[src/rtl/layer_mac_scheduler_if.sv]
// Handshake and memory-port bundle between the layer MAC scheduler and its
// activation/weight memories and result sink.
interface layer_mac_scheduler_if #(
    parameter int DW = 24
) ();
    // start is a one-cycle request and is only honoured while busy is low.
    // act_data/w_data answer the act_addr/w_addr presented with rd_en one cycle
    // earlier, and out_valid strobes each neuron result for exactly one cycle.
    logic          start;
    logic          busy;
    logic          done;
    logic [7:0]    act_addr;
    logic [DW-1:0] act_data;
    logic [15:0]   w_addr;
    logic [DW-1:0] w_data;
    logic          rd_en;
    logic          out_valid;
    logic [7:0]    out_idx;
    logic [7:0]    out_data;

    modport master (
        input  start, act_data, w_data,
        output busy, done, act_addr, w_addr, rd_en, out_valid, out_idx, out_data
    );

    modport slave (
        output start, act_data, w_data,
        input  busy, done, act_addr, w_addr, rd_en, out_valid, out_idx, out_data
    );
endinterface

[src/rtl/layer_mac_scheduler.sv]
// Computes one fully connected layer by time-sharing a single MAC across all
// neuron/input products, then applies a clamp-and-quantise activation.
module layer_mac_scheduler #(
    parameter int N_IN  = 30,
    parameter int N_OUT = 16,
    parameter int DW    = 24
) (
    input  logic                  clk,
    input  logic                  reset,
    layer_mac_scheduler_if.master bus,
    output logic [2:0]            dbg_state
);
    typedef enum logic [2:0] {IDLE, ISSUE, DRAIN, ACT, DONE} state_t;

    localparam logic [7:0]    K_LAST   = 8'(N_IN);
    localparam logic [7:0]    N_LAST   = 8'(N_OUT - 1);
    localparam logic [15:0]   W_STRIDE = 16'(N_IN + 1);
    localparam logic [DW-1:0] ACC_SAT  = DW'(8192);

    state_t        state, state_nxt;
    logic [7:0]    k;
    logic [7:0]    n;
    logic [15:0]   w_base;
    logic [DW-1:0] acc;
    logic [DW-1:0] prod;
    logic          prod_pend;
    logic          bias_pend;

    // Truncated DW-bit product; low bits are identical for signed and unsigned.
    assign prod      = bus.act_data * bus.w_data;
    assign dbg_state = state;

    always_ff @(posedge clk) begin
        if (reset) state <= IDLE;
        else       state <= state_nxt;
    end

    always_comb begin
        state_nxt     = state;
        bus.busy      = 1'b0;
        bus.done      = 1'b0;
        bus.rd_en     = 1'b0;
        bus.act_addr  = 8'd0;
        bus.w_addr    = 16'd0;
        bus.out_valid = 1'b0;
        bus.out_idx   = 8'd0;
        bus.out_data  = 8'd0;
        case (state)
            IDLE: begin
                if (bus.start) state_nxt = ISSUE;
            end
            ISSUE: begin
                bus.busy     = 1'b1;
                bus.rd_en    = 1'b1;
                bus.w_addr   = w_base + 16'(k);
                bus.act_addr = (k == K_LAST) ? 8'd0 : k;
                if (k == K_LAST) state_nxt = DRAIN;
            end
            DRAIN: begin
                bus.busy  = 1'b1;
                state_nxt = ACT;
            end
            ACT: begin
                bus.busy      = 1'b1;
                bus.out_valid = 1'b1;
                bus.out_idx   = n;
                // Exactly 8192 falls through to the bit slice and reads as zero.
                if (acc[DW-1])         bus.out_data = 8'd0;
                else if (acc > ACC_SAT) bus.out_data = 8'hFF;
                else                   bus.out_data = acc[12:5];
                state_nxt = (n == N_LAST) ? DONE : ISSUE;
            end
            DONE: begin
                bus.busy  = 1'b1;
                bus.done  = 1'b1;
                state_nxt = IDLE;
            end
            default: state_nxt = IDLE;
        endcase
    end

    // Pending flags mark that the memory data arriving this cycle answers
    // last cycle's product or bias request.
    always_ff @(posedge clk) begin
        if (reset) begin
            k         <= 8'd0;
            n         <= 8'd0;
            w_base    <= 16'd0;
            acc       <= '0;
            prod_pend <= 1'b0;
            bias_pend <= 1'b0;
        end else begin
            prod_pend <= (state == ISSUE) && (k != K_LAST);
            bias_pend <= (state == ISSUE) && (k == K_LAST);
            if (prod_pend)      acc <= acc + prod;
            else if (bias_pend) acc <= acc + bus.w_data;
            case (state)
                IDLE: begin
                    if (bus.start) begin
                        k      <= 8'd0;
                        n      <= 8'd0;
                        w_base <= 16'd0;
                        acc    <= '0;
                    end
                end
                ISSUE: begin
                    k <= (k == K_LAST) ? 8'd0 : k + 8'd1;
                end
                ACT: begin
                    if (n != N_LAST) begin
                        n      <= n + 8'd1;
                        w_base <= w_base + W_STRIDE;
                        acc    <= '0;
                        k      <= 8'd0;
                    end
                end
                default: ;
            endcase
        end
    end
endmodule

[src/flat_wrapper.sv]
// flat-port wrapper written by rule: the top's interface ports become plain ports
module layer_mac_scheduler_flat 
#(
    parameter int N_IN  = 30,
    parameter int N_OUT = 16,
    parameter int DW    = 24
)
  (clk, reset, dbg_state, bus_start, bus_act_data, bus_w_data, bus_busy, bus_done, bus_act_addr, bus_w_addr, bus_rd_en, bus_out_valid, bus_out_idx, bus_out_data);
  layer_mac_scheduler_if #(.DW(DW)) bus_i ();
  input  logic clk;
  input  logic reset;
  output logic [2:0] dbg_state;
  input wire logic [$bits(bus_i.start)-1:0] bus_start;
  input wire logic [$bits(bus_i.act_data)-1:0] bus_act_data;
  input wire logic [$bits(bus_i.w_data)-1:0] bus_w_data;
  output wire logic [$bits(bus_i.busy)-1:0] bus_busy;
  output wire logic [$bits(bus_i.done)-1:0] bus_done;
  output wire logic [$bits(bus_i.act_addr)-1:0] bus_act_addr;
  output wire logic [$bits(bus_i.w_addr)-1:0] bus_w_addr;
  output wire logic [$bits(bus_i.rd_en)-1:0] bus_rd_en;
  output wire logic [$bits(bus_i.out_valid)-1:0] bus_out_valid;
  output wire logic [$bits(bus_i.out_idx)-1:0] bus_out_idx;
  output wire logic [$bits(bus_i.out_data)-1:0] bus_out_data;
  assign bus_i.start = bus_start;
  assign bus_i.act_data = bus_act_data;
  assign bus_i.w_data = bus_w_data;
  assign bus_busy = bus_i.busy;
  assign bus_done = bus_i.done;
  assign bus_act_addr = bus_i.act_addr;
  assign bus_w_addr = bus_i.w_addr;
  assign bus_rd_en = bus_i.rd_en;
  assign bus_out_valid = bus_i.out_valid;
  assign bus_out_idx = bus_i.out_idx;
  assign bus_out_data = bus_i.out_data;
  layer_mac_scheduler #(.N_IN(N_IN), .N_OUT(N_OUT), .DW(DW)) u_core (.clk(clk), .reset(reset), .bus(bus_i), .dbg_state(dbg_state));
endmodule
[config.mk]
export PLATFORM = sky130hd
export DESIGN_NAME = layer_mac_scheduler_flat
export DESIGN_NICKNAME = d
export VERILOG_FILES = /design/src/rtl/layer_mac_scheduler_if.sv /design/src/rtl/layer_mac_scheduler.sv /design/src/flat_wrapper.sv
export SDC_FILE = /design/constraint.sdc
export NUM_CORES = 1
export LEC_CHECK = 0
export CORE_UTILIZATION = 59
export DETAILED_ROUTE_END_ITERATION = 16
export PLACE_DENSITY_LB_ADDON = 0.05
export SLEW_MARGIN = 20
export SYNTH_ARGS = -nofsm -noshare
export SYNTH_HDL_FRONTEND = slang
export SYNTH_SLANG_ARGS = --single-unit
[constraint.sdc]
create_clock -name clk -period 11.37 [get_ports clk]
set_clock_uncertainty 0.05 [all_clocks]
set_input_delay 1.137 -clock clk [delete_from_list [all_inputs] [get_ports clk]]
set_output_delay 1.137 -clock clk [all_outputs]
set_load 0.02 [all_outputs]
After elaboration in Yosys (flattened, before gate mapping)

Index checks and enable logic that the tools add are counted.

$mul: 1
Multiplexer cells: 29
Add/subtract/negate cells: 6
Order comparisons: 1
Reductions and logical operators: 9
Equality and inequality tests: 11

Operator list:

| kind                  | count |
|---|---|
| $mux 24               | 4 |
| $mux 8                | 10 |
| $add 24x24->24        | 2 |
| $mux 16               | 3 |
| $pmux 24 s2           | 1 |
| $pmux 16 s2           | 1 |
| $gt 24x14->1 const B  | 1 |
| $mul 24x24->24        | 1 |
| $pmux 8 s3            | 1 |
| $add 16x5->16 const B | 1 |
| $add 16x8->16         | 1 |
| $add 8x1->8 const B   | 2 |
| $pmux 8 s2            | 1 |
| $pmux 3 s4            | 1 |
| $mux 3                | 3 |
| $eq 8x4->1 const B    | 1 |
| $eq 8x5->1 const B    | 1 |
| $ne 8x4->1 const B    | 1 |
| $ne 8x5->1 const B    | 1 |
| $eq 3x2->1 const B    | 2 |
| $reduce_and 3->1      | 2 |
| $mux 1                | 4 |
| $ne 2x2->1 const B    | 2 |
| $reduce_or 4->1       | 1 |
| other kinds (8)       | 9 |

Output and inout bits: 47
Flip-flop bits (word level): 61
Logic and storage cells: 64

Depth between registers and ports, before layout

Gate-level depths: netlist of the first run.

Word-level depth: 5
Depth in mapped cells: 25

Least setup slack after synthesis of the first run

No wires, ideal clock.

Path type: in2reg
Start: in bus_w_data[4]
End: reg u_core.acc[22]
Arrival time: 7.002 ns
Setup slack: 4.214 ns
Path buffers: 2
Stages: 22
Cell sequence: clkbuf_1 clkbuf_1 nand2_1 fa_1 fa_1 fa_1 inv_1 ha_1 fa_1 fa_1 inv_1 fa_1 inv_1 ha_1 or4_4 o22a_1 o21ai_2 o21ai_1 a221o_1 a41oi_2 mux2i_1 a2111oi_2

Word-level cells in the longest chain between the ends: 5

Ends and longest elaborated chain:

| element                                          | line                                                  | text |
|---|---|---|
| start: declaration                               | flat_wrapper.sv:15                                    | `input wire logic [$bits(bus_i.w_data)-1:0] bus_w_data;` |
| $mul 24x24->24 or $add 24x24->24 (tied branches) | layer_mac_scheduler.sv:30, layer_mac_scheduler.sv:96  |  |
| $add 24x24->24 or $mux 24 (tied branches)        | layer_mac_scheduler.sv:95, layer_mac_scheduler.sv:96  |  |
| $mux 24 (*)                                      | layer_mac_scheduler.sv:95                             | `if (prod_pend) acc <= acc + prod;` |
| $mux 24, on equally long branches                | layer_mac_scheduler.sv:110, layer_mac_scheduler.sv:99 |  |
| $pmux 24 s2 (*)                                  | layer_mac_scheduler.sv:97                             | `case (state)` |
| end signal: assignment                           | layer_mac_scheduler.sv:95                             |  |
| end signal: assignment                           | layer_mac_scheduler.sv:96                             | `else if (bias_pend) acc <= acc + bus.w_data;` |
| end: declaration                                 | layer_mac_scheduler.sv:24                             | `logic [DW-1:0] acc;` |

Mark *: on every way between the ends. The rest lies on a longest branch, timed or not.
A chain may end at the register's enable or synchronous reset.

Final worst setup path of the first run

Start: in bus_w_data[0]
End: reg u_core.acc[21]

Same word-level chain as after synthesis.

==> results of run 1 <==
## flip-flops by register name, indices dropped and copies added, names as in the netlist
signal	cells
u_core.acc	24
u_core.n	8
u_core.w_base	16
u_core.prod_pend	1
u_core.k	8
u_core.bias_pend	1
u_core.dbg_state	3
## final timing paths
path              cells past startpoint                        end  slack [ps]                 startpoint
setup / recovery                     22  u_core.acc[21]$_SDFF_PP0_        3310              bus_w_data[0]
hold reg to reg                       2   u_core.n[3]$_SDFFE_PP0P_         500   u_core.n[3]$_SDFFE_PP0P_
hold / removal                        2   u_core.n[3]$_SDFFE_PP0P_         500   u_core.n[3]$_SDFFE_PP0P_
setup reg to reg                     18  u_core.acc[21]$_SDFF_PP0_        6230  u_core.acc[10]$_SDFF_PP0_
## critical path: cells and delay by family
family | cells | cell delay (ps)
buffers and inverters | 4 | 1400
AOI/OAI and AO/OA | 6 | 1380
and+or+nand+nor | 3 | 470
xor gates and xnor gates | 1 | 180
adders and majority gates | 8 | 3660
## synthesized netlist by cell type, drive strengths merged, types with 3 or more instances
cell type | number | share of area
nand2b | 6 | 0.0027
nor4 | 6 | 0.0027
fa | 235 | 0.33
a21o | 26 | 0.014
mux2i | 12 | 0.0085
o21a | 13 | 0.0069
clkbuf | 64 | 0.017
inv | 326 | 0.087
a211o | 4 | 0.0025
a211oi | 31 | 0.016
nor3 | 18 | 0.0064
dfxtp | 61 | 0.086
o211ai | 3 | 0.0016
o21ai | 30 | 0.011
xnor2 | 76 | 0.047
and2 | 174 | 0.077
o21bai | 8 | 0.0043
a2111oi | 3 | 0.0023
nand3 | 21 | 0.0074
a31oi | 5 | 0.0022
nor2 | 90 | 0.024
or3 | 5 | 0.0022
nand2 | 185 | 0.049
and3 | 12 | 0.0053
a21oi | 50 | 0.018
nor2b | 4 | 0.0018
nand4 | 9 | 0.0040
ha | 126 | 0.11
buf | 5 | 0.0013
xor2 | 46 | 0.029
or2 | 3 | 0.0013
## layer usage
metal	share of wire	GRT usage
met2	0.46	0.5166
met3	0.076	0.05151
met1	0.43	0.4445
met4	0.027	0.1064
met5	0	0
## metrics by stage
step	instance area [µm²]	instances	hold WS, ps	setup WS [ps]
after floorplan	14130	1683	435.0	4214
after global placement	15360	2045	468.4	3171
after detailed placement	15360	2045	472.7	3088
after CTS	15720	2061	487.8	3404
after global routing	15720	2061	530.4	3115
final	15720	2061	499.2	3315
## cells by family (layout without fill, tap and decap cells)
| group | Yosys count | in the layout | share of synthesized area |
|---|---|---|---|
| adders and majority gates | 361 | 361 | 0.4445 |
| buffers and inverters | 395 | 454 | 0.1049 |
| and+or+nand+nor | 542 | 542 | 0.1893 |
| AOI/OAI and AO/OA | 189 | 189 | 0.08916 |
| DFF | 61 | 61 | 0.08642 |
| muxes | 12 | 12 | 0.008500 |
| xor gates and xnor gates | 123 | 123 | 0.07721 |
## cell type report
class | count | area share
clock buffer | 9 | 0.01433
clock inverter | 7 | 0.008756
inverter | 326 | 0.07785
multi-input combinational | 1227 | 0.7270
sequential | 61 | 0.07777
tap | 319 | 0.02539
timing repair buffer | 112 | 0.06893
==> qor.yml, run 1 <==
final_layout:
  fillers: 1954
  mostFrequentLayoutCell: "inv_1"
  nNetsFinal: 2149
  diodes: 0
  area_growth_pct: 11.24
  seq_area_um2: 1222
  multiInputGateArea_um2: 11430
  utilization: 0.6697
  layout-drive-gt1-share: 0.02354
  final_cell_mix: "inv_1, fa_1, nand2_1"
hold_path:
  hold_class: "reg2reg"
cts:
  cts_root_buf: "clkbuf_16"
  cts_hold_buf: 0
  cts_sinks: 61
  cts.path.max_buffers: 2
  insertion_delay_ps: 330
  cts_resized: 0
  cts_buffers: 9
  cts_setup_buffers: 0
  clk_pin_slew_ps: 50
  cts_tree: "yes"
  htree_levels: 3
drt:
  drc: 0
  post_drt_wl_per_cell_um: 18.04
  routed_via_density: 5.564
  postRouteAntennaNets: 0
  wirelength_um: 37170
  routed-via-count: 11467
  first_pass_iters: 5
  drtIter0Drc: 791
die:
  num_rows: 56
  core_area_um2: 23470
  io_pins: 98
  initial_core_util: 0.6020
  dieWidth_um: 156.8
  die_h_um: 156.8
  die-area_um2: 24570
critical_path:
  cp_common_cell: "fa_1"
  required_ps: 11540
  path_cells: "clkdlybuf4s50_1 > nand2_1 > fa_1 > fa_1 > fa_1 > inv_1 > ha_1 > fa_1 > inv_1 > fa_1 > fa_1 > inv_1 > ha_1 > a21oi_1 > a21oi_1 > a211oi_1 > a41oi_1 > o211ai_1 > nor2b_1 > xor2_1 > nand2_1 > o211a_1"
  cp-start-kind: "input pin"
  crit_path_end_kind: "flip-flop"
  crit_path_max_incr_delay_ps: 1260
  crit_path_max_fanout: 25
  crit_type: "in2reg"
  crit_path_top_delay_cell: "clkdlybuf4s50_1"
  arrival_ps: 8230
timing:
  hold_violations: 0
  slew_headroom: 0.2093
  setup_viol: 0
  period_share: 0.7085
  slew_viol_final: 0
  min_period_ps: 8055
  max_clock_freq_ghz: 0.1241
  grt_setup_unrepaired: "no"
  tightest_slew_ps: 1182
  finalSetupTns_ps: 0
grt:
  grt_pass1_vias: 11685
  grt_max_degree: 53
  overflow: 0
  antenna_found_initial: 0
  track_usage: 0.3224
  grt_pass1_wl_um: 60720
synthesis:
  syn-instance-count: 1683
  synth-seq-area-share: 0.08642
  syn_area_um2: 14130
  ys.flop_type: "dfxtp_1"
  synth-seq-cells: 61
  syn-num-nets: 2095
  yosysWarnings: 0
  yosysUniqueCellTypes: 54
  avgSynthCellArea_um2: 8.396
  synth-async-reset-ratio: 0
  synth-edff-count: 0
job:
  drv_cap: 0
placement:
  portBuffers: 97
  gp_congestion: 0.9083
  place_hpwl_um: 28340
status:
  run_status: "finished, final reports clean"
Power of run 1 is not shown: default switching activity piles up to over one toggle a cycle in this logic, so the estimate is an artifact.
==> run 2, diff against run 1 <==
- clock period: 11.37 -> 7.8 ns (I/O delays scaled with it)
==> qor.yml, run 2 (synthesized netlist as in run 1, its figures left out) <==
status:
  run_status: "finished, final reports clean"
cts:
  cts_buffers: 9
  insertion_delay_ps: 340
  cts_sinks: 61
  htree_levels: 3
  cts_hold_buf: 0
  cts_tree: "yes"
  cts_setup_buffers: 0
  clk_pin_slew_ps: 50
  cts_resized: 0
  cts.path.max_buffers: 2
  cts_root_buf: "clkbuf_16"
hold_path:
  hold_class: "reg2reg"
  hold_path_depth: 2
final_layout:
  largest_reg_flops: 24
  regMostFlops: "u_core.acc"
  nNetsFinal: 2182
  final_cell_mix: "inv_1, fa_1, nand2_1"
  area_growth_pct: 12.74
  diodes: 0
  mostFrequentLayoutCell: "inv_1"
  top_regs: "u_core.acc (24), u_core.w_base (16)"
  layout-drive-gt1-share: 0.04169
grt:
  grt_max_degree: 53
  grt_pass1_wl_um: 62010
  antenna_found_initial: 1
  overflow: 0
  grt_pass1_vias: 11940
  track_usage: 0.3312
drt:
  drc: 0
  routed-via-count: 11567
  postRouteAntennaNets: 0
  drtIter0Drc: 725
  wirelength_um: 37870
  post_drt_wl_per_cell_um: 18.08
  first_pass_iters: 5
  routed_via_density: 5.524
timing:
  min_period_ps: 7257
  slew_viol_final: 0
  max_clock_freq_ghz: 0.1378
  finalSetupTns_ps: 0
  hold_violations: 0
  slew_headroom: 0.3502
  tightest_slew_ps: 974.7
  period_share: 0.9304
  setup_viol: 0
  grt_setup_unrepaired: "no"
critical_path:
  crit_path_end_kind: "flip-flop"
  cp-start-kind: "input pin"
  required_ps: 7980
  path_buf_inv: 4
  path_cells: "clkdlybuf4s50_1 > nand2_1 > fa_1 > fa_1 > fa_1 > inv_1 > ha_1 > fa_1 > inv_1 > fa_1 > fa_1 > inv_1 > ha_1 > or4_4 > o22a_1 > o21ai_2 > o21ai_1 > a221o_1 > a41oi_2 > mux2i_1 > a2111oi_2"
  crit_path_max_incr_delay_ps: 910
  cp_top_family: "adder cells"
  cp_common_cell: "fa_1"
  reg2reg_depth: 17
  crit_type: "in2reg"
  crit_path_max_fanout: 11
  cp.depth: 21
  arrival_ps: 7430
  crit_path_top_delay_cell: "clkdlybuf4s50_1"
die:
  io_pins: 98
  num_rows: 56
  die_h_um: 156.8
  initial_core_util: 0.6020
  die-area_um2: 24570
  dieWidth_um: 156.8
  core_area_um2: 23470
placement:
  portBuffers: 97
  gp_congestion: 0.9338
  place_hpwl_um: 31290
job:
  drv_cap: 0
[run 2: final cells by class]
type	count	area, µm²
Multi-Input combinational cell	1227	11430
Fill cell	1994	7541
Timing Repair Buffer	145	1344
Inverter	326	1224
Sequential cell	61	1222
Tap cell	319	399.1
Clock buffer	9	225.2
Clock inverter	7	90.09
[run 2: routing by layer]
layer,vias to the layer above,share of wire,GRT usage
met5,-,0,0
met4,0,0.028,0.09804
met3,56,0.081,0.05926
met2,448,0.46,0.5329
met1,5684,0.43,0.4548
li1,5379,-,-
[run 2: per-stage QoR]
stage | setup WS (ps) | instance area [µm²] | hold slack (ps) | util | std cells
finish | 542.7 | 15930 | 482.7 | 0.6787 | 2094
global route | 215.6 | 15930 | 529.1 | 0.6787 | 2094
CTS | 582.3 | 15930 | 492.6 | 0.6787 | 2094
detailed placement | 266.5 | 15620 | 477.7 | 0.6653 | 2078
global placement | 311.0 | 15620 | 463.3 | 0.6653 | 2078
floorplan | 1001 | 14130 | 435.0 | - | 1683
[run 2: final timing paths]
path / from / to / slack [ps]
worst max-delay path: bus_w_data[5] / u_core.acc[22]$_SDFF_PP0_ / 540
worst min-delay path: u_core.n[7]$_SDFFE_PP0P_ / u_core.n[7]$_SDFFE_PP0P_ / 480
worst max register to register: u_core.acc[10]$_SDFF_PP0_ / u_core.acc[22]$_SDFF_PP0_ / 2630
worst min register to register: u_core.n[7]$_SDFFE_PP0P_ / u_core.n[7]$_SDFFE_PP0P_ / 480
[run 2: worst reg2reg max path: cells and delay by family, from the launching register on]
family / cells / cell delay, ps
AOI/OAI and AO/OA: 6 / 1380
adders and majority gates: 5 / 2270
buffers and inverters: 4 / 300
DFF: 1 / 430
muxes: 1 / 120
and+or+nand+nor: 1 / 540
Power of run 2 is left out for the same reason.
==> run 3, diff against run 2 <==
- TNS_END_PERCENT: default -> 50
==> results of run 3 <==
Same layout as run 2: the final DEF is identical, and so are final timing and power.
Power of run 3 is left out for the same reason.
